--- config.mk ---
export PLATFORM = sky130hd
export DESIGN_NAME = lsu_req_buffer
export DESIGN_NICKNAME = d
export VERILOG_FILES = /design/src/rtl/lsu_req_buffer.sv
export SDC_FILE = /design/constraint.sdc
export NUM_CORES = 1
export LEC_CHECK = 0
export BUFFER_PORTS_ARGS = -buffer_cell sky130_fd_sc_hd__buf_2
export CORE_ASPECT_RATIO = 1.1
export CORE_MARGIN = 1
export CORE_UTILIZATION = 49
export DETAILED_ROUTE_END_ITERATION = 16
export PLACE_DENSITY = 0.73
export SLEW_MARGIN = 20
export SYNTH_ARGS = -nofsm -noshare
export SYNTH_HDL_FRONTEND = slang
export SYNTH_SLANG_ARGS = --single-unit
--- constraint.sdc ---
create_clock -name clk -period 6.5 [get_ports clk]
set_input_delay 0.65 -clock clk [delete_from_list [all_inputs] [get_ports clk]]
set_output_delay 0.65 -clock clk [all_outputs]
set_load 0.01 [all_outputs]
--- src/rtl/lsu_req_buffer.sv ---
// lsu_req_buffer: in-order load/store request queue in front of a memory controller.
// The queue holds up to DEPTH requests and keeps at most one request outstanding.
// Each completion is a one-cycle rsp pulse.
//
// Ports:
//   clk, reset                  clock, asynchronous active-low reset
//   req_valid/req_ready         core request handshake; req_ready = count < DEPTH
//   req_write/addr/wdata        request payload
//   rsp_valid/rsp_write/data    completion pulse; rsp_data holds between pulses
//   mem_{read,write}_valid      request strobes to the controller
//   mem_{read,write}_address    request address (the same register drives both ports)
//   mem_write_data              write data
//   mem_{read,write}_ready      controller completion flags
//   mem_read_data               read return data
//   count                       queued, not-yet-issued entries
//   busy                        count != 0 or a request is in flight
module lsu_req_buffer #(
  parameter int unsigned ADDR_BITS = 8,
  parameter int unsigned DATA_BITS = 8,
  parameter int unsigned DEPTH     = 4
) (
  input  logic                      clk,
  input  logic                      reset,
  input  logic                      req_valid,
  output logic                      req_ready,
  input  logic                      req_write,
  input  logic [ADDR_BITS-1:0]      req_addr,
  input  logic [DATA_BITS-1:0]      req_wdata,
  output logic                      rsp_valid,
  output logic                      rsp_write,
  output logic [DATA_BITS-1:0]      rsp_data,
  output logic                      mem_read_valid,
  output logic                      mem_write_valid,
  output logic [ADDR_BITS-1:0]      mem_read_address,
  output logic [ADDR_BITS-1:0]      mem_write_address,
  output logic [DATA_BITS-1:0]      mem_write_data,
  input  logic                      mem_read_ready,
  input  logic                      mem_write_ready,
  input  logic [DATA_BITS-1:0]      mem_read_data,
  output logic [$clog2(DEPTH):0]    count,
  output logic                      busy
);

  localparam int unsigned PtrW = $clog2(DEPTH);
  localparam logic [PtrW:0] CountFull = (PtrW+1)'(DEPTH);

  localparam logic [1:0] StIdle    = 2'd0;
  localparam logic [1:0] StWait    = 2'd1;
  localparam logic [1:0] StRelease = 2'd2;

  // Queue storage; entries need no reset because the pointers and count define validity.
  logic                 fifo_write_q [DEPTH];
  logic [ADDR_BITS-1:0] fifo_addr_q  [DEPTH];
  logic [DATA_BITS-1:0] fifo_wdata_q [DEPTH];

  logic [PtrW-1:0]      wr_ptr_q, rd_ptr_q;
  logic [PtrW:0]        count_q, count_d;
  logic [1:0]           state_q, state_d;

  logic                 cur_write_q;
  logic [ADDR_BITS-1:0] addr_q;
  logic [DATA_BITS-1:0] wdata_q;
  logic                 rd_valid_q, wr_valid_q;
  logic                 rsp_valid_q, rsp_write_q;
  logic [DATA_BITS-1:0] rsp_data_q;

  logic push, pop, match_ready, wait_done;

  // req_ready uses the pre-edge count, so a push while full is refused even when a pop
  // happens on the same edge.
  assign req_ready   = (count_q != CountFull);
  assign push        = req_valid && req_ready;
  assign pop         = (state_q == StIdle) && (count_q != '0);
  // Only the ready matching the outstanding request type counts.
  assign match_ready = cur_write_q ? mem_write_ready : mem_read_ready;
  assign wait_done   = (state_q == StWait) && match_ready;

  always_comb begin
    count_d = count_q;
    unique case ({push, pop})
      2'b10:   count_d = count_q + 1'b1;
      2'b01:   count_d = count_q - 1'b1;
      default: count_d = count_q;
    endcase
  end

  always_comb begin
    state_d = state_q;
    unique case (state_q)
      StIdle:    if (pop) state_d = StWait;
      StWait:    if (match_ready) state_d = StRelease;
      StRelease: if (!match_ready) state_d = StIdle;
      default:   state_d = StIdle;
    endcase
  end

  always_ff @(posedge clk) begin
    if (push) begin
      fifo_write_q[wr_ptr_q] <= req_write;
      fifo_addr_q[wr_ptr_q]  <= req_addr;
      fifo_wdata_q[wr_ptr_q] <= req_wdata;
    end
  end

  always_ff @(posedge clk or negedge reset) begin
    if (!reset) begin
      wr_ptr_q    <= '0;
      rd_ptr_q    <= '0;
      count_q     <= '0;
      state_q     <= StIdle;
      cur_write_q <= 1'b0;
      addr_q      <= '0;
      wdata_q     <= '0;
      rd_valid_q  <= 1'b0;
      wr_valid_q  <= 1'b0;
      rsp_valid_q <= 1'b0;
      rsp_write_q <= 1'b0;
      rsp_data_q  <= '0;
    end else begin
      state_q     <= state_d;
      count_q     <= count_d;
      // Response flags are single-cycle pulses unless set below.
      rsp_valid_q <= 1'b0;
      rsp_write_q <= 1'b0;
      if (push) begin
        wr_ptr_q <= wr_ptr_q + 1'b1;
      end
      if (pop) begin
        rd_ptr_q    <= rd_ptr_q + 1'b1;
        cur_write_q <= fifo_write_q[rd_ptr_q];
        addr_q      <= fifo_addr_q[rd_ptr_q];
        wdata_q     <= fifo_wdata_q[rd_ptr_q];
        rd_valid_q  <= !fifo_write_q[rd_ptr_q];
        wr_valid_q  <= fifo_write_q[rd_ptr_q];
      end
      if (wait_done) begin
        rd_valid_q  <= 1'b0;
        wr_valid_q  <= 1'b0;
        rsp_valid_q <= 1'b1;
        rsp_write_q <= cur_write_q;
        if (!cur_write_q) begin
          rsp_data_q <= mem_read_data;
        end
      end
    end
  end

  assign rsp_valid         = rsp_valid_q;
  assign rsp_write         = rsp_write_q;
  assign rsp_data          = rsp_data_q;
  assign mem_read_valid    = rd_valid_q;
  assign mem_write_valid   = wr_valid_q;
  assign mem_read_address  = addr_q;
  assign mem_write_address = addr_q;
  assign mem_write_data    = wdata_q;
  assign count             = count_q;
  assign busy              = (count_q != '0) || (state_q != StIdle);

endmodule

# After elaboration in Yosys (flattened, before gate mapping)
# Memories as Yosys holds them, arrays and structs flattened. A register that Yosys moved wholly into a read port is not among the register bits.
# Index checks and enable logic that the tools add are counted.
# W data, S select, Z words.
dict set report classes {
  add_sub_neg 4
  eq_ne 8
  muxes 14
  bitwise_logic 1
  reduce_logical 14
}
# operator n
set ops {}
lappend ops {{$mux W1} 9}
lappend ops {{$mux W2} 3}
lappend ops {{$ne A2 B2 Y1 const B} 3}
lappend ops {{$pmux W2 S3} 1}
lappend ops {{$pmux W3 S2} 1}
lappend ops {{$reduce_bool A2 Y1} 3}
lappend ops {{$add A2 B1 Y2 const B} 2}
lappend ops {{$eq A2 B1 Y1 const B} 2}
lappend ops {{$eq A2 B2 Y1 const B} 2}
lappend ops {{$add A3 B1 Y3 const B} 1}
lappend ops {{$logic_and A1 B1 Y1} 3}
lappend ops {{$logic_not A1 Y1} 3}
lappend ops {{$ne A3 B3 Y1 const B} 1}
lappend ops {{$reduce_and A3 Y1} 1}
lappend ops {{$reduce_bool A3 Y1} 1}
lappend ops {{$sub A3 B1 Y3 const B} 1}
lappend ops {{$logic_not A2 Y1} 1}
lappend ops {{$reduce_and A2 Y1} 1}
lappend ops {{$logic_or A1 B1 Y1} 1}
lappend ops {{$not A1 Y1} 1}
dict set report word_totals {
  reg_bits 22
  ram_bits 68
  in_bits 30
  output_inout_bits 41
  mem_count 3
}
# name depth width read_ports rd_clocked_by_memory_dff write_ports line
set mem_list {}
lappend mem_list {fifo_addr_q 4 8 1 1 1 53} ;# logic [ADDR_BITS-1:0] fifo_addr_q [DEPTH];
lappend mem_list {fifo_wdata_q 4 8 1 1 1 54} ;# logic [DATA_BITS-1:0] fifo_wdata_q [DEPTH];
lappend mem_list {fifo_write_q 4 1 1 0 1 52} ;# logic fifo_write_q [DEPTH];

# Depth between registers and ports, before layout
# Gate-level depths: netlist (run 1).
dict set report logic_depth {
  ltp_word 4
  depth_mapped 10
}

# Least setup slack after synthesis (run 1)
# No wires, ideal clock.
dict set report synth_timing {
  kind {register to register}
  start {register count_q[0] (netlist: count[0])}
  end {register count_q[2] (netlist: count[2])}
  setup_ns 0.079
  arrival_time_ns 2.122
  t_required_ns 6.421
  slack_ns 4.299
  path_stages_with_launch 10
  path_buffers 0
  synth_period_minus_slack_ns 2.201
  path_cell_list {dfrtp_1 or3b_1 and2_4 inv_1 ha_1 inv_1 fa_1 xor2_1 nor2_1 xor2_1}
}
dict set report synth_via {
  elab_chain_cells 4
  elab_cells_between_ends 10
  cone_classes {2 x add/sub; 3 x eq/ne; 1 x mux; 4 x reduce/logical}
}
# element line
set synth_lines {}
lappend synth_lines {{start: declaration} 57} ;# logic [PtrW:0] count_q, count_d;
lappend synth_lines {{start signal: assignment} 121} ;# count_q <= count_d;
lappend synth_lines {{$ne A3 B3 Y1 (*)} 71} ;# assign req_ready = (count_q != CountFull);
lappend synth_lines {{named net req_ready} 25} ;# output logic req_ready,
lappend synth_lines {{$logic_and A1 B1 Y1 (*)} 72} ;# assign push = req_valid && req_ready;
lappend synth_lines {{$eq A2 B1 Y1 / $eq A2 B2 Y1 (equally long branches)} 80} ;# unique case ({push, pop})
lappend synth_lines {{$pmux W3 S2 / $reduce_bool A2 Y1 (equally long branches)} --}
# The timed path passes the listed nets; every way through them passes the cells marked *.
# A chain may end at the register's enable or synchronous reset.

# Final worst setup path (run 1)
dict set report layout_timing {
  start {register count_q[0] (netlist: count[0])}
  end {register count_q[1] (netlist: count[1])}
}
dict set report layout_via {
  elab_chain_cells 4
  elab_cells_between_ends 10
  cone_classes {2 x add/sub; 3 x eq/ne; 1 x mux; 4 x reduce/logical}
}
# element line
set layout_lines {}
lappend layout_lines {{$reduce_bool A3 Y1 (*)} 73} ;# assign pop = (state_q == StIdle) && (count_q != '0);
lappend layout_lines {{$logic_and A1 B1 Y1 (*)} 73}
lappend layout_lines {{named net pop} 67} ;# logic push, pop, match_ready, wait_done;
lappend layout_lines {{$eq A2 B1 Y1 / $eq A2 B2 Y1 (equally long branches)} 80}
lappend layout_lines {{$pmux W3 S2 / $reduce_bool A2 Y1 (equally long branches)} --}
# Marks and branches as above.

==> results of run 1 <==
## placed cells by master, fill, tap and decap left out, types with 2 or more instances in the layout
cell type / count
buf_2: 70
edfxtp_1: 68
dfrtp_1: 37
mux2_2: 26
mux4_2: 12
clkbuf_8: 9
inv_1: 8
and3_1: 5
mux4_1: 5
ha_1: 5
xnor2_1: 4
nand2_1: 3
nand2b_1: 3
nor2_1: 2
o21ai_0: 2
xor2_1: 2
a21oi_1: 2
clkinv_4: 2
inv_6: 2
## cell usage after synthesis, types with 2 or more instances
cell | count | area [sq um]
mux2_2 | 26 | 293
a21oi_1 | 2 | 10.0
nand2_1 | 3 | 11.3
o21ai_0 | 2 | 10.0
edfxtp_1 | 68 | 2040
mux4_1 | 5 | 131
xnor2_1 | 4 | 35.0
dfrtp_1 | 38 | 951
and3_1 | 5 | 31.3
inv_1 | 8 | 30.0
ha_1 | 5 | 62.6
xor2_1 | 2 | 17.5
buf_4 | 11 | 82.6
nor2_1 | 2 | 7.51
mux4_2 | 12 | 270
nand2b_1 | 3 | 18.8
## layer usage
layer  vias up  share of wire, %
li1        928                 -
met1      1016                41
met2        50                53
met3        12               4.0
met4         0               2.0
met5         -                 0
## power by group through the flow
stage / Clock, mW / Combinational (mW) / Sequential, mW
detailed placement: 0 / 0.763 / 1.11
finish: 0.399 / 0.748 / 1.09
global route: 0.434 / 0.817 / 1.12
CTS: 0.409 / 0.765 / 1.09
global placement: 0 / 0.745 / 1.10
floorplan: 0 / 0.593 / 1.08
## worst paths after layout
kind | from | cells past startpoint | slack [ps] | end
setup / recovery | count[0]$_DFFE_PN0P_ | 7 | 3910 | count[1]$_DFFE_PN0P_
hold / removal | reset | 1 | 400 | mem_write_data[3]$_DFFE_PN0P_
setup reg to reg | count[0]$_DFFE_PN0P_ | 7 | 3910 | count[1]$_DFFE_PN0P_
hold reg to reg | rsp_data[5]$_DFFE_PN0P_ | 1 | 510 | rsp_data[5]$_DFFE_PN0P_
max in group asynchronous | reset | 1 | 5500 | rd_ptr_q[0]$_DFFE_PN0P_
min in group clk | req_wdata[6] | 1 | 500 | fifo_wdata_q[3][6]$_DFFE_PP_
## final cells by class
| cell class | count | area share (%) |
|---|---|---|
| Multi-Input combinational cell | 83 | 21.5 |
| Sequential cell | 106 | 63.4 |
| Tap cell | 108 | 2.86 |
| Clock buffer | 9 | 2.62 |
| Timing Repair Buffer | 70 | 7.42 |
| Clock inverter | 7 | 1.62 |
| Inverter | 8 | 0.636 |
## sequential cells by signal (all words and copies together) (netlist names)
| register | flops |
|---|---|
| mem_read_valid | 1 |
| mem_write_data | 8 |
| wr_ptr_q | 2 |
| rsp_write | 1 |
| mem_write_valid | 1 |
| rsp_data | 8 |
| fifo_write_q | 4 |
| state_q | 2 |
| cur_write_q | 1 |
| rd_ptr_q | 2 |
| fifo_wdata_q | 32 |
| fifo_addr_q | 32 |
| rsp_valid | 1 |
| mem_read_address | 8 |
| count | 3 |
## per-stage QoR
step | worst slack (ps) | instances | hold WS, ps
floorplan | 4300 | 211 | 354
global placement | 3950 | 375 | 483
detailed placement | 3870 | 375 | 491
CTS | 3870 | 391 | 427
global route | 3650 | 391 | 464
finish | 3910 | 391 | 395
## kinds of logic (layout without fill, tap and decap cells)
family | count (synthesis) | in the layout
muxes | 44 | 44
buffers and inverters | 22 | 94
DFF | 106 | 106
adders and majority gates | 6 | 6
xor gates and xnor gates | 6 | 6
AOI/OAI and AO/OA | 6 | 6
and+or+nand+nor | 21 | 21
==> flow_summary.ini, run 1 <==
[job]
max_cap_viol_count = 0

[logic_synthesis]
yosys.area_share.adder_pct = 1.99
syn_nets = 247
synth_xor_area_share_pct = 1.27
synth_area_sq_mm = 0.00415
ys_types = 31
yosys.area_share.simple_pct = 3.31
synth-async-reset-ratio_pct = 35.8
syn_inst = 211
synthMuxAreaShare_pct = 17.0
ys_seq_elements = 106
seq_area_frac_synth_pct = 72.0
yosys_warnings = 0
avgSynthCellArea_sq_um = 19.7
synth_top_family_by_area = multiplexers
synth_edf_count = 68
synth_compound_area_share_pct = 0.873
ys_dominant_reg_cell = edfxtp_1

[clocking]
cts.clk_slew.worst_paths_ps = 100
clock_latency_ps = 360
ctsHtreeMaxLevel = 3
cts_buffers = 9
clockRootBuffer = clkbuf_8
cts_sinks = 106
postCtsHoldBufs = 0
cts_resized = 0
cts_setup_buffers = 0
clockBufferDepth = 2
cts_tree = done

[setup_path]
critPathSlowestCell = nand2_1
start_kind = flip-flop
worst_path_most_repeated_cell = inv_1
critPathCaptureType = flip-flop
criticalPathCategory = reg -> reg
crit_chain = or3_4 > nand2_1 > inv_1 > ha_1 > inv_1 > fa_1 > o21ai_0
crit_arrival_ps = 2870
worstPathRequired_ps = 6770
slowest_delay_ps = 700
cp_max_fo = 21
crit_buf_inv = 2
critPathTopFamily = simple AND/OR/NAND/NOR gates

[floorplanning]
coreArea_sq_mm = 0.00808
die_width_um = 89.8
start_util_pct = 51.4
io_pins = 71
rows = 34
die_y_um = 98.6
dieArea_sq_mm = 0.00885

[global_route]
gr-total-overflow = 0
grtUsageTotal_pct = 15.5
grt_pass1_wl_um = 10100
grt_most_used_layer = met2
first_global_vias = 1997
antenna_found_initial = 0
use_met2_pct = 26.4
use_met1_pct = 18.8
grt_max_degree = 39
grt_util_met3_pct = 3.24

[drt]
vias = 2006
dr.pass1.iters = 4
via_per_inst = 5.13
drt-total-wl_um = 6460
drc = 0
drt-initial-drc-count = 115
post_drt_wl_per_cell_um = 16.5
postRouteAntennaNets = 0

[power_and_ir_drop]
seq_power_share_pct = 48.7
leakage_nw = 1.88
swShare_pct = 31.7
power_mw = 2.24
powerDensity_mw_per_mm2 = 474
power.internal_mw = 1.53
ir_worst_vdd_uv = 153
switching_power_mw = 0.710
pwr-share-comb_pct = 33.4
clkPwrFrac_pct = 17.9

[layout]
drive_gt1_share_pct = 45.6
areaGrowthSynthToFinish_pct = 13.7
finalNetCount = 314
seq_area_sq_mm = 0.00299
nFillCells = 635
finish.utilization_pct = 58.4
multiInputGateArea_sq_mm = 0.00101
finalInstanceArea_sq_mm = 0.00472
antenna_cells = 0

[sta]
slew_headroom_pct = 36.9
final.setup.tns_ps = 0
setup_viol = 0
rsz0062_at_grt = false
tightestPinTransition_ps = 946
post-route-period-util_pct = 39.9
fin_crit_ps = 2590
max_clock_freq_ghz = 0.386
hold_viol_final = 0
maxSlewViolCount = 0
clock_skew_ps = 12.4

[place]
hpwlAfterDp_um = 4130
gp_congestion = 0.718
portBuffers = 70
postPlaceCellArea_sq_mm = 0.00452

[outcome]
status = finished clean

[hold_path]
hold_path_class = in -> async
(Power assumes the default switching activity.)
==> inputs of run 2 (changes only) <==
Settings changed: PLACE_DENSITY 0.73 to 0.76.
Clock period 6.5 ns to 2.1 ns, I/O delays scaled along.
==> run 2 against run 1 <==
Register-to-register slack worse by 3800 ps. Clock power increased to 3.3 times the previous value. Sequential share of layout area down 1.3 points. Die area unchanged. Via count increased by 1.0%. Largest power group unchanged. Highest routed layer unchanged.
==> flow_summary.ini, run 2 (same netlist as run 1, synthesis figures left out) <==
[place]
hpwlAfterDp_um = 4220
gp_congestion = 0.711
portBuffers = 70
place_ws_ps = 73.9
postPlaceCellArea_sq_mm = 0.00461

[sta]
fin_crit_ps = 2040
max_clock_freq_ghz = 0.491
holdWs_ps = 63.6
clock_skew_ps = 10.5
rsz0062_at_grt = true
hold_viol_final = 0
slew_headroom_pct = 39.7
setup_viol = 0
maxSlewViolCount = 0
final.setup.tns_ps = 0
fin_ws_ps = 64.5
tightestPinTransition_ps = 905
post-route-period-util_pct = 96.9

[drt]
vias = 2027
dr.pass1.iters = 4
drt-total-wl_um = 6450
drt-initial-drc-count = 95
via_per_inst = 5.04
postRouteAntennaNets = 0
drc = 0
post_drt_wl_per_cell_um = 16.0

[floorplanning]
start_util_pct = 51.4
die_width_um = 89.8
die_y_um = 98.6
dieArea_sq_mm = 0.00885
coreArea_sq_mm = 0.00808
rows = 34
io_pins = 71

[setup_path]
slowest_delay_ps = 410
start_kind = flip-flop
critPathSlowestCell = or3b_4
criticalPathCategory = reg -> reg
critPathTopFamily = simple AND/OR/NAND/NOR gates
cp_max_fo = 3
critPathCaptureType = flip-flop
crit_arrival_ps = 2320
worstPathRequired_ps = 2390
crit_chain = or3b_4 > and2_4 > inv_1 > ha_2 > inv_1 > fa_2 > xor2_1 > nor2_1 > xor2_1
reg2reg_depth = 9
crit_buf_inv = 2
crit_cells = 9

[clocking]
cts_tree = done
cts_buffers = 9
ctsHtreeMaxLevel = 3
cts_sinks = 106
cts.clk_slew.worst_paths_ps = 100
clockBufferDepth = 2
clockRootBuffer = clkbuf_8
clock_latency_ps = 350
cts_setup_buffers = 0

[global_route]
antenna_found_initial = 1
gr-total-overflow = 0
grtUsageTotal_pct = 16.2
grt_pass1_wl_um = 10500
grt_max_degree = 39
first_global_vias = 2145

[power_and_ir_drop]
power_mw = 7.15
ir_worst_vdd_uv = 479
powerDensity_mw_per_mm2 = 1480
leakage_nw = 1.93

[layout]
nFillCells = 639
finalInstanceArea_sq_mm = 0.00482
final_cell_mix = buf_2, edfxtp_1, dfrtp_1, mux2_2, mux4_2
mostFrequentLayoutCell = buf_2
drive_gt1_share_pct = 47.8
finalNetCount = 325
areaGrowthSynthToFinish_pct = 16.1
reg.largest.list = fifo_addr_q x32, fifo_wdata_q x32

[hold_path]
min_path_cells = 1
hold_path_class = in -> reg

[job]
max_cap_viol_count = 0

[outcome]
status = finished clean
## run 2: path summary, 6_finish.rpt
kind	end	slack [ps]	start
hold / removal	fifo_addr_q[3][5]$_DFFE_PP_	60	req_addr[5]
setup / recovery	count[2]$_DFFE_PN0P_	60	count[1]$_DFFE_PN0P_
setup reg to reg	count[2]$_DFFE_PN0P_	60	count[1]$_DFFE_PN0P_
hold reg to reg	mem_write_data[7]$_DFFE_PN0P_	510	mem_write_data[7]$_DFFE_PN0P_
max in group asynchronous	count[0]$_DFFE_PN0P_	1020	reset
min in group asynchronous	count[2]$_DFFE_PN0P_	500	reset
## run 2: stage by stage
step	instances	utilization [%]
finish	402	59.7
global route	401	59.7
floorplan	211	-
global placement	385	57.0
detailed placement	385	57.0
CTS	401	59.7
## run 2: final cells by class
type / instances / area (sq um) / share of cell area, %
multi-input cells: 83 / 1020 / 21.2
diodes: 1 / 2.50 / 0.0519
clock inverters: 6 / 82.6 / 1.71
clock buffers: 9 / 124 / 2.57
flip-flops and latches: 106 / 2990 / 62.1
inverters: 8 / 30.0 / 0.622
repair buffers: 81 / 435 / 9.02
well taps: 108 / 135 / 2.80
## run 2: timing repair
item	CTS	global route
hold buffers	1	0
resized for setup	0	1
endpoints found under the hold margin	28	0
setup endpoints to repair	0	2
## run 2: worst register-to-register path, delay by kind of cell (launching register included)
kind / cells / cell delay, ps
and+or+nand+nor: 3 / 680
adders and majority gates: 2 / 510
DFF: 1 / 400
xor gates and xnor gates: 2 / 290
buffers and inverters: 2 / 100
## run 2: power breakdown
part	leakage [nW]	internal, mW	switching [mW]	total, mW
combinational	0.756	1.39	1.25	2.64
clock	0.0964	0.657	0.643	1.30
sequential	1.07	2.92	0.285	3.20
## run 2: layer usage
metal  vias to the layer above  share of wire, %  wire length, um  GRT usage (%)
met2                        54                52             3350           28.6
met3                         6               4.0              257           3.70
met1                      1017                42             2730           18.7
met4                         0               1.6              104           7.57
li1                        950                 -                -              -
met5                         -                 0                0              0
